==> src/rtl/bip_pkg.sv <==
// Shared definitions for the BIP sequencer: FSM state encoding and opcode map.
`timescale 1ns/1ps
package bip_pkg;

   typedef enum logic [2:0] {
      ST_IDLE    = 3'd0,
      ST_FETCH   = 3'd1,
      ST_DECODE  = 3'd2,
      ST_MEMWAIT = 3'd3,
      ST_EXEC    = 3'd4,
      ST_PAUSE   = 3'd5,
      ST_HALT    = 3'd6
   } state_t;

   localparam logic [4:0] OP_HALT = 5'b00000;
   localparam logic [4:0] OP_LD   = 5'b00001;
   localparam logic [4:0] OP_LDI  = 5'b00010;
   localparam logic [4:0] OP_STO  = 5'b00011;
   localparam logic [4:0] OP_ADD  = 5'b00100;
   localparam logic [4:0] OP_ADDI = 5'b00101;
   localparam logic [4:0] OP_SUB  = 5'b00110;
   localparam logic [4:0] OP_SUBI = 5'b00111;
   localparam logic [4:0] OP_LAST = 5'b00111;

endpackage

==> src/rtl/bip_sequencer.sv <==
// Instruction sequencer for the BIP core: fetch/decode/exec control with
// optional RAM read wait states, single-step pause and a saturating cycle counter.
`timescale 1ns/1ps
module bip_sequencer
   import bip_pkg::*;
#(
   parameter int MEM_WAIT  = 1,
   parameter int CNT_WIDTH = 16
) (
   input  logic                 CLK,
   input  logic                 RST_N,
   input  logic                 START,
   input  logic                 ABORT,
   input  logic                 STEP_MODE,
   input  logic                 STEP,
   input  logic [4:0]           OPCODE,
   input  logic                 DEC_WR_PC,
   input  logic                 DEC_WR_ACC,
   input  logic                 DEC_WR_RAM,
   input  logic                 DEC_RD_RAM,
   output logic                 PC_CLR,
   output logic                 IR_LOAD,
   output logic                 WR_PC_EN,
   output logic                 WR_ACC_EN,
   output logic                 WR_RAM_EN,
   output logic                 RD_RAM_EN,
   output logic                 BUSY,
   output logic                 HALTED,
   output logic                 ILLEGAL,
   output logic [CNT_WIDTH-1:0] CYCLE_CNT
);

   localparam logic [2:0] WAIT_INIT = 3'(MEM_WAIT);
   localparam logic       HAS_WAIT  = (MEM_WAIT > 0);

   state_t     state;
   logic [2:0] wait_cnt;

   function automatic logic [CNT_WIDTH-1:0] sat_inc(input logic [CNT_WIDTH-1:0] v);
      return (&v) ? v : v + CNT_WIDTH'(1);
   endfunction

   function automatic logic counted(input state_t s);
      return (s == ST_FETCH) || (s == ST_DECODE) || (s == ST_MEMWAIT) || (s == ST_EXEC);
   endfunction

   // Every output is set for the state being entered, so outputs track the state register.
   always_ff @(posedge CLK or negedge RST_N) begin
      if (!RST_N) begin
         state     <= ST_IDLE;
         wait_cnt  <= '0;
         PC_CLR    <= 1'b0;
         IR_LOAD   <= 1'b0;
         WR_PC_EN  <= 1'b0;
         WR_ACC_EN <= 1'b0;
         WR_RAM_EN <= 1'b0;
         RD_RAM_EN <= 1'b0;
         BUSY      <= 1'b0;
         HALTED    <= 1'b0;
         ILLEGAL   <= 1'b0;
         CYCLE_CNT <= '0;
      end else begin
         PC_CLR    <= 1'b0;
         IR_LOAD   <= 1'b0;
         WR_PC_EN  <= 1'b0;
         WR_ACC_EN <= 1'b0;
         WR_RAM_EN <= 1'b0;
         RD_RAM_EN <= 1'b0;
         if (counted(state))
            CYCLE_CNT <= sat_inc(CYCLE_CNT);

         case (state)
            ST_IDLE, ST_HALT: begin
               if (START) begin
                  state     <= ST_FETCH;
                  PC_CLR    <= 1'b1;
                  IR_LOAD   <= 1'b1;
                  BUSY      <= 1'b1;
                  HALTED    <= 1'b0;
                  ILLEGAL   <= 1'b0;
                  CYCLE_CNT <= '0;
               end
            end
            ST_FETCH: state <= ST_DECODE;
            ST_DECODE: begin
               if (OPCODE == OP_HALT) begin
                  state  <= ST_HALT;
                  BUSY   <= 1'b0;
                  HALTED <= 1'b1;
               end else if (OPCODE > OP_LAST) begin
                  state   <= ST_HALT;
                  BUSY    <= 1'b0;
                  HALTED  <= 1'b1;
                  ILLEGAL <= 1'b1;
               end else if (DEC_RD_RAM && HAS_WAIT) begin
                  state     <= ST_MEMWAIT;
                  wait_cnt  <= WAIT_INIT;
                  RD_RAM_EN <= 1'b1;
               end else begin
                  state     <= ST_EXEC;
                  WR_PC_EN  <= DEC_WR_PC;
                  WR_ACC_EN <= DEC_WR_ACC;
                  WR_RAM_EN <= DEC_WR_RAM;
                  RD_RAM_EN <= DEC_RD_RAM;
               end
            end
            ST_MEMWAIT: begin
               wait_cnt <= wait_cnt - 3'd1;
               if (wait_cnt == 3'd1) begin
                  state     <= ST_EXEC;
                  WR_PC_EN  <= DEC_WR_PC;
                  WR_ACC_EN <= DEC_WR_ACC;
                  WR_RAM_EN <= DEC_WR_RAM;
                  RD_RAM_EN <= DEC_RD_RAM;
               end else begin
                  RD_RAM_EN <= 1'b1;
               end
            end
            ST_EXEC: begin
               if (STEP_MODE) begin
                  state <= ST_PAUSE;
                  BUSY  <= 1'b0;
               end else begin
                  state   <= ST_FETCH;
                  IR_LOAD <= 1'b1;
               end
            end
            ST_PAUSE: begin
               if (STEP || !STEP_MODE) begin
                  state   <= ST_FETCH;
                  IR_LOAD <= 1'b1;
                  BUSY    <= 1'b1;
               end
            end
            default: state <= ST_IDLE;
         endcase

         // Abort overrides whatever the case statement scheduled above.
         if (ABORT) begin
            state     <= ST_IDLE;
            wait_cnt  <= '0;
            PC_CLR    <= 1'b0;
            IR_LOAD   <= 1'b0;
            WR_PC_EN  <= 1'b0;
            WR_ACC_EN <= 1'b0;
            WR_RAM_EN <= 1'b0;
            RD_RAM_EN <= 1'b0;
            BUSY      <= 1'b0;
            HALTED    <= 1'b0;
            ILLEGAL   <= 1'b0;
            CYCLE_CNT <= '0;
         end
      end
   end

endmodule

==> config.mk <==
export PLATFORM = sky130hd
export DESIGN_NAME = bip_sequencer
export DESIGN_NICKNAME = d
export VERILOG_FILES = /design/src/rtl/bip_pkg.sv /design/src/rtl/bip_sequencer.sv
export SDC_FILE = /design/constraint.sdc
export NUM_CORES = 1
export LEC_CHECK = 0
export BUFFER_PORTS_ARGS = -buffer_cell sky130_fd_sc_hd__buf_2
export CAP_MARGIN = 15
export CORE_MARGIN = 2
export CORE_UTILIZATION = 38
export DETAILED_ROUTE_END_ITERATION = 6
export PLACE_DENSITY = 0.6
export SLEW_MARGIN = 20
export SYNTH_ARGS = -nofsm -noshare
export SYNTH_HDL_FRONTEND = slang
export SYNTH_SLANG_ARGS = --single-unit
export TNS_END_PERCENT = 5
==> constraint.sdc <==
create_clock -name CLK -period 2.22 [get_ports CLK]
set_clock_uncertainty 0.1 [all_clocks]
set_input_delay 0 -clock CLK [delete_from_list [all_inputs] [get_ports CLK]]
set_output_delay 0 -clock CLK [all_outputs]
set_load 0.02 [all_outputs]
==> results.cfg, run 1 <==
[pwr]
pwr-share-clk_pct = 31.9
pwr-share-comb_pct = 30.3
power_switching_share_pct = 34.06
peakVddDrop_uv = 519.3
p_leak_nw = 1.017
p_int_mw = 1.210
power.density_nw_per_um2 = 821.7
p_seq_share_pct = 37.8
power.switching_mw = 0.6252

[clocking]
cts_tree = built
cts_buffers = 5
clock-root-buffer = clkbuf_8
clockBufferDepth = 2
insertion_delay_ps = 290
clock_sinks = 31
clk_pin_slew_ps = 70
cts_resized = 0
cts_max_level = 2

[sta]
fin_hold_ws_ps = 41.83
slew_headroom_pct = 53.64
slew_viol_final = 0
finalCritPeriodShare_pct = 90.07
finalSetupTns_ps = 0
max_freq_ghz = 0.5001
rsz0062_at_grt = no
worst_slew_pin_slew_ps = 695.4
min_period_ps = 2000
fin_ws_ps = 220.4
setup_viol = 0
finalHoldViolCount = 0

[die]
num_io_pins = 40
start_util_pct = 39.54
die_w_um = 71.31
dieHeight_um = 71.31
row_count = 24
core_area_sq_um = 4354
die_area_sq_um = 5085

[logic_synthesis]
yosysUniqueCellTypes = 45
synth_nets = 209
synth_edf_count = 0
syn_inst = 191
synth_top_area_cell = dfrtp_1
synthTopCellsByArea = dfrtp_1 45%, nor2_1 6.8%, xnor2_1 4.6%
synthTopCellsByCount = 31 x dfrtp_1, 31 x nor2_1, 13 x a21oi_1, 13 x nand2_1, 10 x nor3_1
syn_avg_cell_area_sq_um = 9.014
ys_ff_latch = 31
netlist.area_leader.share_pct = 45.06
ys_async_sr_fraction_pct = 100.0
yosys_most_used_dff = dfrtp_1
ys_seq_area_share_pct = 45.06
syn-cell-area_sq_um = 1722
yosysWarnings = 0

[routing]
vias = 1538
wl_per_cell_um = 12.66
viasPerCell = 5.127
ant_nets = 0
dr.pass1.iters = 4
drc_errors = 0
drtIter0Drc = 75
totalWireLength_mm = 3.798

[setup_path]
slowest_stage = dlygate4sd3_1
critPathLaunchType = flop
end_kind = flop
cp.required_ps = 2340
crit_buf_inv = 1
crit_chain = nand2b_1 > nor2_1 > o21ai_0 > a21oi_1 > dlygate4sd3_1
worstSetupPathType = reg -> reg
cp.arrival_ps = 2120
crit_family = buffers and inverters
reg2regPathDepth = 5
slowest_delay_ps = 570
path_depth = 5
critPathMaxFanout = 14

[hold_path]
worstHoldPathType = in -> reg
holdPathStages = 4

[placed_design]
place_congestion = 0.8410
dpl.hpwl_mm = 2.619
portBuffers = 39
place_ws_ps = 336.9

[global_routing]
grt_util_met2_pct = 27.37
overflow = 0
antenna_found_initial = 0
use_met1_pct = 19.51
grt_max_degree = 32
grt_pass1_wl_mm = 6.534
grtUsageTotal_pct = 16.35
first_global_vias = 1484
top_usage_layer = met2
grt_util_met3_pct = 5.767

[final_layout]
multi_input_area_sq_um = 880.8
fillCellCount = 408
nNetsFinal = 265
area_growth_pct = 29.72
regArea_sq_um = 775.7
n_antenna_cell = 0
final_core_util_pct = 51.29
layout-drive-gt1-share_pct = 23.79

[run_status]
status = finished, final reports clean

[job]
drv_cap = 0
-- state kept, by name, summed over array words and instances, names as in the netlist --
register / count
BUSY: 1
state: 3
WR_ACC_EN: 1
RD_RAM_EN: 1
IR_LOAD: 1
HALTED: 1
ILLEGAL: 1
PC_CLR: 1
WR_RAM_EN: 1
WR_PC_EN: 1
wait_cnt: 3
CYCLE_CNT: 16
-- path summary, 6_finish.rpt --
check                      startpoint         to  slack (ps)
max reg2reg                  state[2]   state[1]         220
max in group asynchronous       RST_N     PC_CLR        1380
min                         OPCODE[2]  RD_RAM_EN          40
min in group asynchronous       RST_N  RD_RAM_EN         190
min reg2reg                    HALTED     HALTED         410
max                          state[2]   state[1]         220
-- cells in the final DEF (no fill, tap or decap), types with 2 or more instances in the layout --
cell type,n
a21oi_1,13
nor2_1,31
nor2b_1,2
ha_1,3
clkbuf_8,6
o211ai_1,2
nand4_1,3
nor4_1,6
nand2b_1,5
nor3_1,10
dlygate4sd3_1,15
o21a_1,2
nor4b_1,2
inv_1,7
nand2_1,13
a31oi_1,3
o21ai_0,7
buf_4,3
a32oi_1,2
dfrtp_1,31
or3_1,5
xnor2_1,9
nand4_2,2
buf_2,39
and3_1,2
nand3_1,4
-- worst reg2reg max path: cells and delay by family (launching register included) --
kind / cells / cell delay (ps)
flip-flops: 1 / 510
AO/OA/AOI/OAI: 2 / 270
AND/OR/NAND/NOR: 2 / 490
buffers and inverters: 1 / 570
-- through the flow --
stage	total power [mW]	cells	instance area, sq um
floorplan	1.089	191	1722
global placement	1.236	277	1966
detailed placement	1.237	277	1966
CTS	1.861	300	2233
global route	1.966	300	2233
finish	1.835	300	2233
-- metal layers --
layer / vias up / part of all wire [%]
met5: - / 0
met4: 0 / 1.4
met3: 6 / 4.8
met2: 29 / 47
met1: 704 / 47
li1: 799 / -
-- cells by family after synthesis --
kind of cell | share of synthesized area, %
simple gates | 29.36
compound gates | 14.39
buf+inv | 3.779
xor+xnor | 4.579
flops | 45.06
mux | 0.6540
fa+ha+maj | 2.180
-- final cells by class --
type	count	share of cell area, %
Inverter	7	1.176
Multi-Input combinational cell	145	39.44
Tap cell	52	2.913
Timing Repair Buffer	57	16.47
Clock buffer	6	3.697
Sequential cell	31	34.73
Clock inverter	2	1.569
-- repair_timing --
action                    in CTS  in global routing
hold buffers                  15                  0
setup buffers                  0                  0
hold endpoints to repair      44                  0
-- power groups by stage --
stage               combinational (mW)  clock, mW  sequential, mW
floorplan                        0.364          0           0.725
global placement                 0.531          0           0.704
detailed placement               0.533          0           0.704
CTS                              0.562      0.605           0.694
global route                     0.626      0.634           0.706
finish                           0.555      0.586           0.694
(Power assumes the default switching activity.)
==> run 2: changes to the inputs <==
CELL_PAD_IN_SITES_DETAIL_PLACEMENT = 1   (was not set)
CELL_PAD_IN_SITES_GLOBAL_PLACEMENT = 1   (was not set)
CORE_UTILIZATION = 30   (was 38)
PLACE_DENSITY = 0.62   (was 0.6)
==> results.cfg, run 2 (synthesized netlist as in run 1, its figures left out) <==
[final_layout]
n_antenna_cell = 0
area_growth_pct = 30.60
layout-drive-gt1-share_pct = 23.79
final_common_cell = buf_2
nNetsFinal = 266
final_cell_mix = 39 x buf_2, 31 x dfrtp_1, 31 x nor2_1, 15 x dlygate4sd3_1
largest_reg_flops = 16
regMostFlops = CYCLE_CNT
top_regs = CYCLE_CNT (16), state (3), wait_cnt (3)
final_core_util_pct = 40.58

[pwr]
power.density_nw_per_um2 = 769.1
p_leak_nw = 1.015
peakVddDrop_uv = 372.9
power.total_mw = 1.729

[clocking]
clockBufferDepth = 2
clock_sinks = 31
cts_tree = built
cts_buffers = 5
clk_pin_slew_ps = 60
insertion_delay_ps = 280
clock-root-buffer = clkbuf_8
cts_max_level = 2

[routing]
ant_nets = 0
drtIter0Drc = 57
vias = 1596
totalWireLength_mm = 4.362
dr.pass1.iters = 4
viasPerCell = 4.988
drc_errors = 0
wl_per_cell_um = 13.63

[sta]
fin_hold_ws_ps = 56.17
slew_viol_final = 0
setup_viol = 0
finalCritPeriodShare_pct = 89.02
fin_ws_ps = 243.8
rsz0062_at_grt = no
max_freq_ghz = 0.5060
worst_slew_pin_slew_ps = 713.4
slew_headroom_pct = 52.44
finalHoldViolCount = 0
finalSetupTns_ps = 0
min_period_ps = 1976

[die]
die_area_sq_um = 6361
core_area_sq_um = 5540
row_count = 27
num_io_pins = 40
dieHeight_um = 79.76
die_w_um = 79.76
start_util_pct = 31.07

[hold_path]
hold_start = OPCODE[2]
whs_endpoint = RD_RAM_EN
holdPathStages = 4
worstHoldPathType = in -> reg

[run_status]
status = finished, final reports clean

[global_routing]
grt_max_degree = 32
grt_pass1_wl_mm = 7.590
antenna_found_initial = 0
overflow = 0
grtUsageTotal_pct = 15.24
first_global_vias = 1628

[job]
drv_cap = 0

[placed_design]
place_ws_ps = 315.4
place_congestion = 0.7443
dpl.hpwl_mm = 3.065
portBuffers = 39

[setup_path]
end_kind = flop
critPathLaunchType = flop
r2r-start = state[2]
critPathMaxFanout = 14
reg2regPathDepth = 5
r2r_end = state[1]
worstSetupPathType = reg -> reg
cp.required_ps = 2340
r2r_setup_slack_ps = 240
cp.arrival_ps = 2090
==> run 2: what timing repair did <==
action | in CTS | in global routing
endpoints found under the hold margin | 44 | 0
gates resized for setup | 0 | 0
hold buffers | 15 | 0
buffers inserted | 0 | 0
endpoints found under the setup margin | 0 | 0
==> run 2: cell type report <==
cell class | instances | area (sq um)
clock buffer | 6 | 82.58
clock inverter | 1 | 5.005
fill | 682 | 3292
inverter | 7 | 26.28
multi-input combinational | 145 | 880.8
sequential | 31 | 775.7
tap | 72 | 90.09
timing repair buffer | 58 | 387.9
==> run 2: metal layers <==
layer | wire length [um] | share of wire, % | track usage [%]
met2 | 2096 | 48 | 25.55
met3 | 160 | 3.7 | 3.507
met5 | 0 | 0 | 0
met1 | 2043 | 47 | 19.33
met4 | 61 | 1.4 | 5.085
==> run 2: worst max path at each step <==
stage / start / end / slack [ps] / cells after the start
3_3_place_gp: state[2] / CYCLE_CNT[8] / 350 / 5
5_1_grt: wait_cnt[1] / state[1] / 80 / 7
2_1_floorplan: CYCLE_CNT[6] / CYCLE_CNT[15] / 340 / 6
6_report: state[2] / state[1] / 240 / 5
4_1_cts: wait_cnt[1] / state[1] / 220 / 7
3_5_place_dp: state[2] / CYCLE_CNT[8] / 320 / 5
==> run 2: power by group <==
part | switching [mW] | internal [mW]
Combinational | 0.347 | 0.230
Clock | 0.210 | 0.243
Sequential | 0.0751 | 0.625
Total | 0.631 | 1.10
==> run 2: critical path, cell delays in order (launching register included) <==
cell	delay, ps
dfrtp_1	510
nand2b_1	300
nor2_1	210
o21ai_0	120
a21oi_1	120
dlygate4sd3_1	550
==> run 2: stage by stage <==
step,cell area [sq um],instances
final,2248,320
after global routing,2248,320
after CTS,2248,320
after detailed placement,2011,298
after global placement,2011,298
after floorplan,1722,191
